`src/rtl/fpga_nn_pkg.sv`:
```
// Shared defaults and state encoding for the binary-weight datapath.
package fpga_nn_pkg;

  localparam int unsigned N_IN_DEFAULT   = 16;
  localparam int unsigned ADDR_W_DEFAULT = 10;

  typedef enum logic [1:0] {
    StIdle,
    StStream,
    StFlush
  } feeder_state_t;

endpackage

```
`src/rtl/weight_skid.sv`:
```
// One-entry skid buffer that parks a returning RAM vector while the consumer stalls.
module weight_skid #(
  parameter int unsigned Width = 27
) (
  input  logic             clk,
  input  logic             rst,
  input  logic             push,
  input  logic             pop,
  input  logic [Width-1:0] din,
  output logic [Width-1:0] dout,
  output logic             full
);

  logic             full_q;
  logic [Width-1:0] data_q;

  always_ff @(posedge clk or negedge rst) begin
    if (!rst) begin
      full_q <= 1'b0;
      data_q <= '0;
    end else begin
      if (push) begin
        data_q <= din;
        full_q <= 1'b1;
      end else if (pop) begin
        full_q <= 1'b0;
      end
    end
  end

  assign dout = data_q;
  assign full = full_q;

  // A push into a full entry that is not drained in the same cycle would lose a vector.
  overflow_chk: assert property (@(posedge clk) disable iff (!rst) !(push && full_q && !pop));

endmodule

```
`src/rtl/weight_feeder.sv`:
```
// Streams packed 1-bit weight vectors from weight RAM into parallel_mult for one layer pass,
// absorbing the one-cycle RAM latency and consumer hold with a single skid entry.
module weight_feeder
  import fpga_nn_pkg::*;
#(
  parameter int unsigned N_IN   = N_IN_DEFAULT,
  parameter int unsigned ADDR_W = ADDR_W_DEFAULT
) (
  input  logic              clk,
  input  logic              rst,
  input  logic              start,
  input  logic [ADDR_W-1:0] base_addr,
  input  logic [ADDR_W-1:0] num_out,
  output logic              mem_rd_en,
  output logic [ADDR_W-1:0] mem_addr,
  input  logic [N_IN-1:0]   mem_rdata,
  input  logic              hold,
  output logic [N_IN-1:0]   weight_bits,
  output logic              en,
  output logic [ADDR_W-1:0] row_idx,
  output logic              last,
  output logic              busy,
  output logic              done
);

  localparam int unsigned VecW = N_IN + ADDR_W + 1;

  feeder_state_t     state_q;
  logic [ADDR_W-1:0] base_q;
  logic [ADDR_W-1:0] num_q;
  logic [ADDR_W-1:0] issued_q;
  logic              rd_pend_q;
  logic [ADDR_W-1:0] pend_row_q;
  logic              pend_last_q;

  logic            issue_last;
  logic            out_free;
  logic            consume;
  logic            finish;
  logic            accept;
  logic            skid_push;
  logic            skid_pop;
  logic            skid_full;
  logic [VecW-1:0] ret_vec;
  logic [VecW-1:0] skid_vec;

  assign mem_rd_en  = busy && (issued_q != num_q) && !hold;
  assign mem_addr   = base_q + issued_q;
  assign issue_last = (issued_q + ADDR_W'(1)) == num_q;

  assign out_free = !en || !hold;
  assign consume  = en && !hold;
  assign finish   = consume && last && (state_q == StFlush);
  // A start landing on the completing edge chains straight into the next pass.
  assign accept   = start && ((state_q == StIdle) || finish);

  assign ret_vec   = {mem_rdata, pend_row_q, pend_last_q};
  assign skid_pop  = out_free && skid_full;
  assign skid_push = rd_pend_q && (!out_free || skid_full);

  weight_skid #(
    .Width(VecW)
  ) u_skid (
    .clk  (clk),
    .rst  (rst),
    .push (skid_push),
    .pop  (skid_pop),
    .din  (ret_vec),
    .dout (skid_vec),
    .full (skid_full)
  );

  always_ff @(posedge clk or negedge rst) begin
    if (!rst) begin
      state_q  <= StIdle;
      busy     <= 1'b0;
      done     <= 1'b0;
      base_q   <= '0;
      num_q    <= '0;
      issued_q <= '0;
    end else begin
      done <= 1'b0;
      if (mem_rd_en) begin
        issued_q <= issued_q + ADDR_W'(1);
      end
      unique case (state_q)
        StIdle:   state_q <= StIdle;
        StStream: begin
          if (mem_rd_en && issue_last) begin
            state_q <= StFlush;
          end
        end
        StFlush: begin
          if (finish) begin
            state_q <= StIdle;
            busy    <= 1'b0;
            done    <= 1'b1;
          end
        end
        default:  state_q <= StIdle;
      endcase
      if (accept) begin
        base_q   <= base_addr;
        num_q    <= num_out;
        issued_q <= '0;
        if (num_out != '0) begin
          state_q <= StStream;
          busy    <= 1'b1;
        end else begin
          done <= 1'b1;
        end
      end
    end
  end

  // Tag each read with its row so the vector carries its index through the skid.
  always_ff @(posedge clk or negedge rst) begin
    if (!rst) begin
      rd_pend_q   <= 1'b0;
      pend_row_q  <= '0;
      pend_last_q <= 1'b0;
    end else begin
      rd_pend_q <= mem_rd_en;
      if (mem_rd_en) begin
        pend_row_q  <= issued_q;
        pend_last_q <= issue_last;
      end
    end
  end

  always_ff @(posedge clk or negedge rst) begin
    if (!rst) begin
      weight_bits <= '0;
      row_idx     <= '0;
      last        <= 1'b0;
      en          <= 1'b0;
    end else if (out_free) begin
      if (skid_full) begin
        {weight_bits, row_idx, last} <= skid_vec;
        en                           <= 1'b1;
      end else if (rd_pend_q) begin
        {weight_bits, row_idx, last} <= ret_vec;
        en                           <= 1'b1;
      end else begin
        en <= 1'b0;
      end
    end
  end

endmodule
```
`config.mk`:
```
export PLATFORM = sky130hd
export DESIGN_NAME = weight_feeder
export DESIGN_NICKNAME = d
export VERILOG_FILES = /design/src/rtl/fpga_nn_pkg.sv /design/src/rtl/weight_skid.sv /design/src/rtl/weight_feeder.sv
export SDC_FILE = /design/constraint.sdc
export NUM_CORES = 1
export LEC_CHECK = 0
export CAP_MARGIN = 20
export CORE_UTILIZATION = 35
export CTS_CLUSTER_SIZE = 28
export DETAILED_ROUTE_END_ITERATION = 10
export PLACE_DENSITY_LB_ADDON = 0.08
export SYNTH_ARGS = -nofsm -noshare
export SYNTH_HDL_FRONTEND = slang
export SYNTH_SLANG_ARGS = --single-unit
```
`constraint.sdc`:
```
create_clock -name clk -period 6.8 [get_ports clk]
set_clock_uncertainty 0.05 [all_clocks]
set_input_delay 1.36 -clock clk [delete_from_list [all_inputs] [get_ports clk]]
set_output_delay 1.36 -clock clk [all_outputs]
set_load 0.005 [all_outputs]
```
==> flow_summary.json <==
{
  "die_area_um2": 14600,
  "rsz0062_at_grt": "false",
  "syn-cell-area_um2": 4950,
  "cts_resized": 0,
  "antenna_found_initial": 0,
  "cap_viol_max_count": 0,
  "finalSetupTns_ps": 0,
  "layout.cells.most_common": "nand2_1",
  "status": "finished clean",
  "syn_avg_cell_area_um2": 10.6,
  "core.rowCount": 43,
  "startpoint": "issued_q[0]$_DFFE_PN0P_",
  "arrival_ps": 2990,
  "r2r-end": "state_q[0]$_DFF_PN0_",
  "yosysSeqAreaShare_pct": 51.6,
  "drt-initial-drc-count": 149,
  "maxSlewHeadroom_pct": 36.0,
  "hold_buffers": 0,
  "synth_area_leaders": "dfrtp_1, mux2_2, nand2_1",
  "post_drt_via_cell_ratio": 4.81,
  "dp_cells": 709,
  "grt_pass1_vias": 3374,
  "area_delta_synth_final_pct": 27.5,
  "clock-root-buffer": "clkbuf_16",
  "netlist.area_leader.share_pct": 51.6,
  "power_leakage_uw": 0.00283,
  "startpoint_type": "flip-flop",
  "initial_core_util_pct": 35.8,
  "seq_area_um2": 2550,
  "p_sw_uw": 485,
  "routed_wl_um": 10600,
  "core-area_um2": 13800,
  "synth-seq-cells": 102,
  "crit_chain": "ha_1, inv_1, fa_1, nor2b_1, o21ai_0, a21boi_0, o21ai_0, a21oi_1, xor2_1, clkdlybuf4s50_1",
  "r2r-start": "issued_q[0]$_DFFE_PN0P_",
  "yosys_most_used_dff": "dfrtp_1",
  "clock-sinks": 102,
  "cts_made_buffers": 9,
  "hold_viol": 0,
  "synth_cells": 467,
  "ant_nets": 0,
  "clock_power_share_pct": 33.4,
  "p_sw_share_pct": 27.0,
  "slowest_stage": "dfrtp_1",
  "worst_pin_slew_ps": 959,
  "synth_edf_count": 0,
  "wire_per_inst_um": 14.5,
  "hold_slack_ps": 432,
  "final_nets": 595,
  "place_area_um2": 5930,
  "grt_first_pass_wirelength_um": 17500,
  "worst-setup-path-type": "reg -> out",
  "n_fill_cell": 1313,
  "async_flop_share_pct": 100,
  "p_int_uw": 1310,
  "grt_max_degree": 60,
  "utilization_pct": 45.6,
  "cts_max_path_buffers": 2,
  "portBuffers": 80,
  "setup_violations": 0,
  "multi_input_area_um2": 2260,
  "via_count": 3494,
  "max_stage_delay_ps": 520,
  "post-cts-setup-buffers": 0,
  "period_needed_ps": 4400,
  "cellPowerDensity_nw_per_um2": 285,
  "die_width_um": 121,
  "r2r_cells": 6,
  "grt_overflow": 0,
  "n_antenna_cell": 0,
  "crit_end": "mem_addr[8]",
  "clk_pin_slew_worst_paths_ps": 70,
  "cp-end-kind": "output port",
  "h-tree-depth": 3,
  "pwr-share-comb_pct": 23.1,
  "final_cell_mix": "nand2_1, dfrtp_1, clkdlybuf4s50_1",
  "hold_path_class": "reg -> reg",
  "period_share_pct": 64.7,
  "cts_tree": "done",
  "grtUsageTotal_pct": 15.5,
  "die-height_um": 121,
  "drive_gt1_share_pct": 12.5,
  "ioPinCount": 81,
  "crit_path_max_fanout": 7,
  "routabilityCongestion": 0.793,
  "holdPathStages": 2,
  "p_seq_share_pct": 43.5,
  "design_area_um2": 6310,
  "drc": 0,
  "ir_worst_vdd_mv": 0.130,
  "crit_top_cell": "o21ai_0",
  "clock_latency_ps": 350,
  "syn-num-nets": 521,
  "ys_warn_count": 0,
  "dpl.hpwl_um": 7310,
  "first_pass_iters": 4,
  "slew_viol_final": 0,
  "synth_top_cell_by_area": "dfrtp_1",
  "max_clock_freq_mhz": 227,
  "synth_cell_types": 49,
  "cp.required_ps": 5390,
  "worst-r2r-setup-slack_ps": 4300,
  "layout.cells.non_filler": 726
}
per-stage QoR:
stage	setup WS (ps)	total power, uW
after global placement	2430	1200
after floorplan	3450	1000
after detailed placement	2420	1220
after CTS	2330	1820
final	2400	1800
after global routing	2110	1900
how the worst min path moves through the flow:
stage,to,slack [ps],start
floorplan,u_skid.dout[0]$_DFFE_PN0P_,400,u_skid.dout[0]$_DFFE_PN0P_
global placement,weight_bits[9]$_DFFE_PN0P_,410,weight_bits[9]$_DFFE_PN0P_
detailed placement,u_skid.dout[0]$_DFFE_PN0P_,420,u_skid.dout[0]$_DFFE_PN0P_
CTS,u_skid.dout[0]$_DFFE_PN0P_,440,u_skid.dout[0]$_DFFE_PN0P_
global route,weight_bits[13]$_DFFE_PN0P_,460,weight_bits[13]$_DFFE_PN0P_
finish,u_skid.dout[0]$_DFFE_PN0P_,430,u_skid.dout[0]$_DFFE_PN0P_
power by group through the flow:
stage               Sequential, uW  Clock, uW  Combinational (uW)
global placement               792          0                 409
global route                   799        638                 466
finish                         783        601                 416
floorplan                      764          0                 236
CTS                            784        616                 422
detailed placement             796          0                 419
cells by family (layout without fill, tap and decap cells):
logic type | count (synthesis) | after routing | share of synthesized area (%)
AOI/OAI and AO/OA | 66 | 66 | 8.02
xor gates and xnor gates | 28 | 28 | 5.41
adders and majority gates | 14 | 14 | 3.69
buffers and inverters | 34 | 113 | 3.11
DFF | 102 | 102 | 51.6
muxes | 63 | 63 | 13.7
and+or+nand+nor | 160 | 160 | 14.5
critical path: cells and delay by family (launching register included):
kind	cells	cell delay [ps]
flip-flops	1	520
XOR/XNOR	1	150
adder cells (fa/ha/maj)	2	630
AND/OR/NAND/NOR	1	110
buffers and inverters	2	560
AO/OA/AOI/OAI	4	660
final cells by class:
cell class,count,area share (%)
Sequential cell,102,40.5
Multi-Input combinational cell,331,35.8
Timing Repair Buffer,86,14.0
Clock buffer,10,3.79
Tap cell,180,3.57
Clock inverter,6,1.73
Inverter,11,0.655
sequential cells by signal, indices dropped and copies added, names as in the netlist:
register	cells
base_q	10
busy	1
done	1
en	1
issued_q	10
last	1
num_q	10
pend_last_q	1
pend_row_q	10
rd_pend_q	1
row_idx	10
state_q	2
u_skid.dout	27
u_skid.full	1
weight_bits	16
cell usage after synthesis, types with 6 or more instances:
cell type  instances
dfrtp_1          102
nand2_1          102
o21ai_0           39
mux2_2            36
mux2i_1           27
nor2_1            18
xnor2_1           15
clkbuf_1          13
ha_1              13
inv_1             11
xor2_1            11
a21oi_1            8
buf_2              6
nand3_1            6
layer usage:
metal | global-route usage, % | up-vias | share of wire (%)
li1 | - | 1749 | -
met1 | 21.2 | 1653 | 48
met2 | 23.9 | 78 | 45
met3 | 3.05 | 14 | 4.5
met4 | 6.48 | 0 | 1.7
met5 | 0 | - | 0
Note: power is estimated with default switching activity, not from simulation.
